### src/rtl/bg_fetch_sequencer_if.sv
// Background fetch bus: nametable read port, shared CHR ROM
// request/grant port and ping-pong line-buffer write port.
interface bg_fetch_sequencer_if;
  logic [9:0]  nt_addr;
  logic [7:0]  nt_data;
  logic        chr_req;
  logic        chr_gnt;
  logic [12:0] chr_addr;
  logic [7:0]  chr_data;
  logic        lb_we;
  logic        lb_bank;
  logic [4:0]  lb_addr;
  logic [15:0] lb_data;

  modport master (
    output nt_addr,
    input  nt_data,
    output chr_req,
    input  chr_gnt,
    output chr_addr,
    input  chr_data,
    output lb_we,
    output lb_bank,
    output lb_addr,
    output lb_data
  );

  modport slave (
    input  nt_addr,
    output nt_data,
    input  chr_req,
    output chr_gnt,
    input  chr_addr,
    output chr_data,
    input  lb_we,
    input  lb_bank,
    input  lb_addr,
    input  lb_data
  );
endinterface

### src/rtl/bg_fetch_sequencer.sv
// Per-scanline NES background fetch: nametable byte, CHR lo/hi
// planes per tile, interleaved 2-bit pixels into a ping-pong buffer.
module bg_fetch_sequencer #(
  parameter int TILES_PER_LINE = 32,
  parameter int MAX_LINE       = 240
) (
  input  logic       CLOCK_24,
  input  logic       reset,
  input  logic       line_start,
  input  logic [7:0] line_num,
  input  logic       table_select,
  output logic       busy,
  output logic       line_done,
  output logic       overrun,
  bg_fetch_sequencer_if.master bus
);

  localparam logic [4:0] LAST_TILE  = 5'(TILES_PER_LINE - 1);
  localparam logic [8:0] LINE_LIMIT = 9'(MAX_LINE);

  typedef enum logic [3:0] {
    IDLE,
    NT_RD,
    NT_CAP,
    LO_REQ,
    LO_CAP,
    HI_REQ,
    HI_CAP,
    WRITE,
    DONE
  } state_e;

  state_e     state_q, state_d;
  logic [4:0] tile_q, tile_d;
  logic [7:0] line_q, line_d;
  logic [7:0] tile_id_q, tile_id_d;
  logic [7:0] lo_q, lo_d;
  logic [7:0] hi_q, hi_d;
  logic       bank_q, bank_d;
  logic       overrun_q, overrun_d;
  logic [15:0] pix;

  // State and datapath registers; reset abandons any fetch in flight.
  always_ff @(posedge CLOCK_24 or posedge reset) begin
    if (reset) begin
      state_q   <= IDLE;
      tile_q    <= '0;
      line_q    <= '0;
      tile_id_q <= '0;
      lo_q      <= '0;
      hi_q      <= '0;
      bank_q    <= 1'b0;
      overrun_q <= 1'b0;
    end else begin
      state_q   <= state_d;
      tile_q    <= tile_d;
      line_q    <= line_d;
      tile_id_q <= tile_id_d;
      lo_q      <= lo_d;
      hi_q      <= hi_d;
      bank_q    <= bank_d;
      overrun_q <= overrun_d;
    end
  end

  // Next-state logic: one tile is NT read, two CHR reads, one write.
  always_comb begin
    state_d   = state_q;
    tile_d    = tile_q;
    line_d    = line_q;
    tile_id_d = tile_id_q;
    lo_d      = lo_q;
    hi_d      = hi_q;
    bank_d    = bank_q;
    overrun_d = overrun_q | (line_start & (state_q != IDLE));
    unique case (state_q)
      IDLE: begin
        if (line_start && ({1'b0, line_num} < LINE_LIMIT)) begin
          line_d  = line_num;
          tile_d  = '0;
          bank_d  = ~bank_q;
          state_d = NT_RD;
        end
      end
      NT_RD:  state_d = NT_CAP;
      NT_CAP: begin
        tile_id_d = bus.nt_data;
        state_d   = LO_REQ;
      end
      LO_REQ: begin
        if (bus.chr_gnt) state_d = LO_CAP;
      end
      LO_CAP: begin
        lo_d    = bus.chr_data;
        state_d = HI_REQ;
      end
      HI_REQ: begin
        if (bus.chr_gnt) state_d = HI_CAP;
      end
      HI_CAP: begin
        hi_d    = bus.chr_data;
        state_d = WRITE;
      end
      WRITE: begin
        if (tile_q == LAST_TILE) begin
          state_d = DONE;
        end else begin
          tile_d  = tile_q + 5'd1;
          state_d = NT_RD;
        end
      end
      DONE:    state_d = IDLE;
      default: state_d = IDLE;
    endcase
  end

  // Pixel k (leftmost first) takes bit 7-k of each plane.
  always_comb begin
    pix = '0;
    for (int k = 0; k < 8; k++) begin
      pix[2*k]   = lo_q[7-k];
      pix[2*k+1] = hi_q[7-k];
    end
  end

  // Bus outputs are decoded from state so they drop to 0 on reset.
  always_comb begin
    busy         = (state_q != IDLE);
    line_done    = (state_q == DONE);
    overrun      = overrun_q;
    bus.nt_addr  = '0;
    bus.chr_req  = 1'b0;
    bus.chr_addr = '0;
    bus.lb_we    = 1'b0;
    bus.lb_bank  = bank_q;
    bus.lb_addr  = '0;
    bus.lb_data  = '0;
    unique case (state_q)
      NT_RD: bus.nt_addr = {line_q[7:3], tile_q};
      LO_REQ: begin
        bus.chr_req  = 1'b1;
        bus.chr_addr = {table_select, tile_id_q, 1'b0, line_q[2:0]};
      end
      HI_REQ: begin
        bus.chr_req  = 1'b1;
        bus.chr_addr = {table_select, tile_id_q, 1'b1, line_q[2:0]};
      end
      WRITE: begin
        bus.lb_we   = 1'b1;
        bus.lb_addr = tile_q;
        bus.lb_data = pix;
      end
      default: ;
    endcase
  end

endmodule
### src/flat_wrapper.sv
// flat-port wrapper written by rule: the top's interface ports become plain ports
module bg_fetch_sequencer_flat 
#(
  parameter int TILES_PER_LINE = 32,
  parameter int MAX_LINE       = 240
)
  (CLOCK_24, reset, line_start, line_num, table_select, busy, line_done, overrun, bus_nt_addr, bus_nt_data, bus_chr_req, bus_chr_gnt, bus_chr_addr, bus_chr_data, bus_lb_we, bus_lb_bank, bus_lb_addr, bus_lb_data);
  bg_fetch_sequencer_if bus_i ();
  input  logic CLOCK_24;
  input  logic reset;
  input  logic line_start;
  input  logic [7:0] line_num;
  input  logic table_select;
  output logic busy;
  output logic line_done;
  output logic overrun;
  output wire logic [$bits(bus_i.nt_addr)-1:0] bus_nt_addr;
  input wire logic [$bits(bus_i.nt_data)-1:0] bus_nt_data;
  output wire logic [$bits(bus_i.chr_req)-1:0] bus_chr_req;
  input wire logic [$bits(bus_i.chr_gnt)-1:0] bus_chr_gnt;
  output wire logic [$bits(bus_i.chr_addr)-1:0] bus_chr_addr;
  input wire logic [$bits(bus_i.chr_data)-1:0] bus_chr_data;
  output wire logic [$bits(bus_i.lb_we)-1:0] bus_lb_we;
  output wire logic [$bits(bus_i.lb_bank)-1:0] bus_lb_bank;
  output wire logic [$bits(bus_i.lb_addr)-1:0] bus_lb_addr;
  output wire logic [$bits(bus_i.lb_data)-1:0] bus_lb_data;
  assign bus_nt_addr = bus_i.nt_addr;
  assign bus_i.nt_data = bus_nt_data;
  assign bus_chr_req = bus_i.chr_req;
  assign bus_i.chr_gnt = bus_chr_gnt;
  assign bus_chr_addr = bus_i.chr_addr;
  assign bus_i.chr_data = bus_chr_data;
  assign bus_lb_we = bus_i.lb_we;
  assign bus_lb_bank = bus_i.lb_bank;
  assign bus_lb_addr = bus_i.lb_addr;
  assign bus_lb_data = bus_i.lb_data;
  bg_fetch_sequencer #(.TILES_PER_LINE(TILES_PER_LINE), .MAX_LINE(MAX_LINE)) u_core (.CLOCK_24(CLOCK_24), .reset(reset), .line_start(line_start), .line_num(line_num), .table_select(table_select), .busy(busy), .line_done(line_done), .overrun(overrun), .bus(bus_i));
endmodule
### config.mk
export PLATFORM = sky130hd
export DESIGN_NAME = bg_fetch_sequencer_flat
export DESIGN_NICKNAME = d
export VERILOG_FILES = /design/src/rtl/bg_fetch_sequencer_if.sv /design/src/rtl/bg_fetch_sequencer.sv /design/src/flat_wrapper.sv
export SDC_FILE = /design/constraint.sdc
export NUM_CORES = 1
export LEC_CHECK = 0
export CORE_MARGIN = 2
export CORE_UTILIZATION = 30
export CTS_CLUSTER_SIZE = 40
export DETAILED_ROUTE_END_ITERATION = 10
export GPL_TIMING_DRIVEN = 0
export PLACE_DENSITY_LB_ADDON = 0.1
export SLEW_MARGIN = 25
export SYNTH_ARGS = -nofsm -noshare
export SYNTH_HDL_FRONTEND = slang
export SYNTH_SLANG_ARGS = --single-unit
### constraint.sdc
create_clock -name CLOCK_24 -period 5.15 [get_ports CLOCK_24]
set_input_delay 1.03 -clock CLOCK_24 [delete_from_list [all_inputs] [get_ports CLOCK_24]]
set_output_delay 1.03 -clock CLOCK_24 [all_outputs]
set_load 0.05 [all_outputs]
==> results of run 1 <==
-- cells by family (layout without fill, tap and decap cells) --
kind of cell    Yosys count  in the layout  share of synthesized area, %
xor+xnor                  4              4                          1.59
flops                    43             43                          49.0
simple gates             72             72                          22.8
buf+inv                  12             98                          3.07
mux                      35             35                          17.9
compound gates           12             12                          4.56
fa+ha+maj                 2              2                          1.14
-- where the power goes --
group / leakage, nW / switching (mW) / internal [mW] / total (mW)
Sequential: 0.520 / 0.0714 / 0.491 / 0.562
Combinational: 0.793 / 0.651 / 0.455 / 1.11
Clock: 0.0470 / 0.112 / 0.105 / 0.217
-- worst max path at each step --
stage,cells past startpoint,to,from,slack (ns)
2_1_floorplan,2,line_done,u_core.state_q[3]$_DFFE_PP0P_,1.92
3_3_place_gp,5,bus_nt_addr[3],u_core.state_q[1]$_DFFE_PP0P_,1.56
3_5_place_dp,5,bus_nt_addr[3],u_core.state_q[1]$_DFFE_PP0P_,1.56
4_1_cts,5,bus_nt_addr[3],u_core.state_q[1]$_DFFE_PP0P_,1.21
5_1_grt,5,bus_nt_addr[1],u_core.state_q[1]$_DFFE_PP0P_,1.16
6_report,6,bus_lb_data[4],u_core.state_q[3]$_DFFE_PP0P_,1.37
-- sequential cells by signal, indices dropped and copies added, names as in the netlist --
register / flops
u_core.tile_id_q: 8
u_core.bus.lb_bank: 1
u_core.hi_q: 8
u_core.line_q: 8
u_core.lo_q: 8
u_core.state_q: 4
u_core.overrun: 1
u_core.tile_q: 5
-- cells in the mapped netlist, drive strengths merged --
| library cell | number |
|---|---|
| buf | 6 |
| nand2 | 3 |
| nor2b | 1 |
| o211a | 1 |
| a21oi | 3 |
| a211o | 2 |
| nand4b | 2 |
| a221o | 3 |
| nor4 | 2 |
| clkbuf | 1 |
| mux2 | 34 |
| xnor2 | 3 |
| nor4b | 1 |
| nor3 | 5 |
| inv | 5 |
| nand4 | 1 |
| dfrtp | 43 |
| o2bb2ai | 1 |
| a21o | 2 |
| nand2b | 3 |
| nor2 | 4 |
| xor2 | 1 |
| ha | 2 |
| and2 | 42 |
| nand3 | 1 |
| nor3b | 1 |
| or3 | 1 |
| and3 | 4 |
| nand3b | 1 |
| mux2i | 1 |
-- placed cells by master, fill, tap and decap left out, types with 2 or more instances in the layout --
| master | count |
|---|---|
| inv_1 | 2 |
| xnor2_1 | 3 |
| clkdlybuf4s50_1 | 78 |
| clkbuf_8 | 6 |
| nand2b_1 | 2 |
| and2_1 | 42 |
| nor2_1 | 3 |
| ha_1 | 2 |
| a21o_1 | 2 |
| nor3_1 | 3 |
| buf_6 | 2 |
| mux2_2 | 34 |
| and3_1 | 4 |
| inv_2 | 3 |
| a21oi_1 | 2 |
| nand2_1 | 3 |
| dfrtp_1 | 43 |
| a211o_1 | 2 |
| a221o_1 | 3 |
| buf_2 | 3 |
-- cell type report --
| cell class | count | area [um2] |
|---|---|---|
| timing repair buffer | 79 | 808 |
| clock inverter | 1 | 5.00 |
| sequential | 43 | 1080 |
| clock buffer | 6 | 82.6 |
| multi-input combinational | 125 | 1050 |
| fill | 700 | 3960 |
| inverter | 5 | 18.8 |
| buffer | 7 | 48.8 |
| tap | 99 | 124 |
-- worst register-to-register path, cell delays in order (launching register included) --
cell and delay [ns]:
dfrtp_1 0.45, ha_1 0.23, and3_1 0.18, ha_1 0.27, nand4b_1 0.24, o211a_1 0.23
a211o_1 0.21
-- per-layer routing --
metal	global-route usage (%)	wire, um	up-vias
li1	-	-	800
met1	17.3	2270	779
met2	20.9	2330	37
met3	3.47	234	4
met4	4.48	43	0
met5	0	0	-
==> results_dict.tcl, run 1 <==
set metrics [dict create \
    drc 0 \
    final_util_pct 44.8 \
    avgViaCountPerCell 4.44 \
    design.portCount 79 \
    r2r_start "u_core.tile_q[0]$_DFFE_PP0P_" \
    h-tree-depth 2 \
    clock_skew_ns 0.00651 \
    critPathArrivalTime_ns 2.75 \
    grt_pass1_wl_um 7990 \
    period_share_pct 73.4 \
    avgSynthCellArea_um2 12.2 \
    synth_cell_types 40 \
    grt_start_max_net_pins 23 \
    start_kind "flop" \
    dr_total_vias 1620 \
    cellPowerDensity_nw_per_um2 586 \
    fin_cells 365 \
    cts_resized 0 \
    clk_pin_slew_ns 0.08 \
    drtIter0Drc 51 \
    tightest_slew_ns 0.869 \
    placed_cell_area_um2 3130 \
    setup_ws_ns 1.37 \
    cts_setup_buffers 0 \
    grt_pass1_vias 1640 \
    synth-seq-cells 43 \
    core_area_um2 7180 \
    cts_root_buf "clkbuf_8" \
    end_kind "output pin" \
    finalNetCount 297 \
    min-delay-start "u_core.overrun$_DFF_PP0_" \
    yosysTopAreaCellShare_pct 49.0 \
    final_cell_area_um2 3220 \
    syn_area_um2 2200 \
    power_mw 1.89 \
    die_area_um2 8020 \
    synthTopCellsByArea "dfrtp_1 49%, mux2_2 17%, and2_1 12%, a221o_1 1.4%, xnor2_1 1.2%" \
    diodes 0 \
    seq_area_frac_synth_pct 49.0 \
    path_max_fanout 10 \
    worst_path_max_delay_cell "clkdlybuf4s50_1" \
    synth_largest_area_cell "dfrtp_1" \
    grt_usage_pct 13.1 \
    ant_nets 0 \
    setup_viol 0 \
    min_to "u_core.overrun$_DFF_PP0_" \
    crit_family "buffers and inverters" \
    cts_tree "built" \
    start_util_pct 30.6 \
    yosys_warnings 0 \
    die_x_um 89.6 \
    first_pass_iters 4 \
    max-vdd-ir-drop_mv 0.343 \
    overflow 0 \
    clock.fmax_mhz 265 \
    hold_viol 0 \
    worstPathCellList "buf_2 > nand4b_2 > inv_2 > clkbuf_1 > and2_1 > clkdlybuf4s50_1" \
    drive_gt1_share_pct 22.6 \
    maxSlewViolCount 0 \
    area_growth_syn_to_layout_pct 46.4 \
    routedWlPerCell_um 13.4 \
    syn-num-nets 211 \
    hold_ws_ns 0.456 \
    status "finished clean" \
    rows 31 \
    dp_hpwl_um 3500 \
    clock_latency_ns 0.29 \
    hp-class "flop to flop" \
    period_needed_ns 3.78 \
    cpPeakStageDelay_ns 0.80 \
    rsz0062_at_grt "no" \
    dp_slack_ns 1.56 \
    finalWirelength_um 4890 \
    r2r_cells 6 \
    r2r_slack_ns 3.24 \
    die_h_um 89.6 \
    finalSetupTns_ns 0 \
    critPathRequiredTime_ns 4.12 \
    syn_inst 180 \
    gp_congestion 0.662 \
    min_path_cells 1 \
    cts_max_path_buffers 2 \
    dp.cells 358 \
    leakagePower_nw 1.36 \
    path_buf_inv 4 \
    cts-buffers-inserted 5 \
    hold_buffers 0 \
    slew_headroom_pct 41.6 \
    numPortBuffers 78 \
    clkSinkCount 43 \
    rr_endpoint "u_core.tile_q[3]$_DFFE_PP0P_" \
    cap_violations 0 \
    worstSetupPathType "flop to output pin" \
    grt_antenna_before_repair 0 \
]
(Power assumes the default switching activity.)
==> run 2: changes to the inputs <==
clock period = 3 ns   (was 5.15 ns; I/O delays follow)
==> results_dict.tcl, run 2 (synthesis results as in run 1) <==
set metrics [dict create \
    drc 0 \
    worstSetupPathType "flop to output pin" \
    avgViaCountPerCell 4.44 \
    rsz0062_at_grt "no" \
    power_mw 3.18 \
    drtIter0Drc 56 \
    maxSlewViolCount 0 \
    rows 31 \
    hp-class "flop to flop" \
    ant_nets 0 \
    grt_pass1_wl_um 8010 \
    setup_viol 0 \
    dr_total_vias 1621 \
    area_growth_syn_to_layout_pct 46.8 \
    die_h_um 89.6 \
    start_kind "flop" \
    slew_headroom_pct 57.3 \
    hold_viol 0 \
    core_area_um2 7180 \
    overflow 0 \
    grt_usage_pct 13.1 \
    design.portCount 79 \
    critPathArrivalTime_ns 2.23 \
    period_share_pct 94.3 \
    final_cell_mix "43 x dfrtp_1, 42 x and2_1, 35 x clkdlybuf4s50_1" \
    first_pass_iters 4 \
    hold_buffers 0 \
    cts_root_buf "clkbuf_8" \
    tightest_slew_ns 0.637 \
    end_kind "output pin" \
    cts_tree "built" \
    critPathRequiredTime_ns 2.40 \
    grt_pass1_vias 1647 \
    clock_skew_ns 0.00588 \
    gp_congestion 0.662 \
    clock_latency_ns 0.29 \
    numPortBuffers 78 \
    routedWlPerCell_um 13.5 \
    leakagePower_nw 1.63 \
    final_common_cell "dfrtp_1" \
    die_x_um 89.6 \
    start_util_pct 30.6 \
    period_needed_ns 2.83 \
    clk_pin_slew_ns 0.08 \
    finalWirelength_um 4920 \
    grt_antenna_before_repair 0 \
    cts-buffers-inserted 5 \
    path_max_fanout 10 \
    clock.fmax_mhz 353 \
    grt_start_max_net_pins 23 \
    cellPowerDensity_nw_per_um2 987 \
    die_area_um2 8020 \
    h-tree-depth 2 \
    final_util_pct 44.9 \
    cts_setup_buffers 0 \
    max-vdd-ir-drop_mv 0.542 \
    status "finished clean" \
    cap_violations 0 \
    diodes 0 \
    clkSinkCount 43 \
    finalNetCount 297 \
    cts_max_path_buffers 2 \
    dp_hpwl_um 3500 \
    drive_gt1_share_pct 30.5 \
]
run 2: cell types whose count changed in the layout (fill, tap and decap cells not counted), sizes merged:
cell / previous run / this run
clkdlybuf4s50: 78 / 35
clkdlybuf4s15: 0 / 17
dlygate4sd2: 0 / 4
dlymetal6s2s: 0 / 13
clkbuf: 7 / 16
run 2: area by class of cell:
type                            count  area [um2]
Tap cell                           99         124
Fill cell                         706        3950
Sequential cell                    43        1080
Inverter                            5        18.8
Multi-Input combinational cell    125        1060
Clock inverter                      1        5.00
Buffer                              7        50.0
Clock buffer                        6        82.6
Timing Repair Buffer               79         803
run 2: final timing paths:
path | startpoint | endpoint | slack, ns | depth (start not counted)
max reg2reg | u_core.tile_q[0]$_DFFE_PP0P_ | u_core.tile_q[3]$_DFFE_PP0P_ | 1.09 | 6
min reg2reg | u_core.overrun$_DFF_PP0_ | u_core.overrun$_DFF_PP0_ | 0.46 | 1
max | u_core.state_q[3]$_DFFE_PP0P_ | bus_lb_we | 0.17 | 5
max in group asynchronous | reset | u_core.state_q[3]$_DFFE_PP0P_ | 1.86 | 3
min | u_core.overrun$_DFF_PP0_ | u_core.overrun$_DFF_PP0_ | 0.46 | 1
min in group asynchronous | reset | u_core.tile_id_q[0]$_DFFE_PP0P_ | 0.66 | 2
run 2: layer usage:
| metal | part of all wire (%) | track usage, % | vias to the layer above |
|---|---|---|---|
| li1 | - | - | 796 |
| met1 | 46 | 17.4 | 783 |
| met2 | 48 | 20.9 | 37 |
| met3 | 5.0 | 3.47 | 5 |
| met4 | 1.2 | 4.48 | 0 |
| met5 | 0 | 0 | - |
run 2: metrics by stage:
| step | setup WS, ns | area, um2 | setup TNS (ns) | hold slack [ns] | std cells |
|---|---|---|---|---|---|
| after floorplan | 0.202 | 2200 | 0 | 0.470 | 180 |
| after global placement | -0.159 | 3100 | -1.80 | 0.439 | 357 |
| final | 0.171 | 3220 | 0 | 0.458 | 365 |
| after detailed placement | -0.162 | 3130 | -1.62 | 0.444 | 358 |
| after CTS | -0.0134 | 3220 | -0.0134 | 0.464 | 365 |
| after global routing | 0.00243 | 3220 | 0 | 0.481 | 365 |
run 2: repair_timing:
item                       in CTS  in global routing
setup endpoints to repair      38                 39
cloned                          0                  0
gates resized for setup        53                 39
pin swaps                       0                  0
run 2: worst max-delay path, cell delays in order (launching register included):
cell,delay [ns]
dfrtp_1,0.41
buf_2,0.20
nand4b_2,0.35
inv_2,0.20
buf_2,0.23
dlygate4sd2_1,0.55
run 2: report_power, final:
group / switching (mW) / leakage [nW] / internal, mW
Clock: 0.194 / 0.0470 / 0.181
Sequential: 0.123 / 0.520 / 0.842
Combinational: 1.12 / 1.06 / 0.719
Total: 1.44 / 1.63 / 1.74
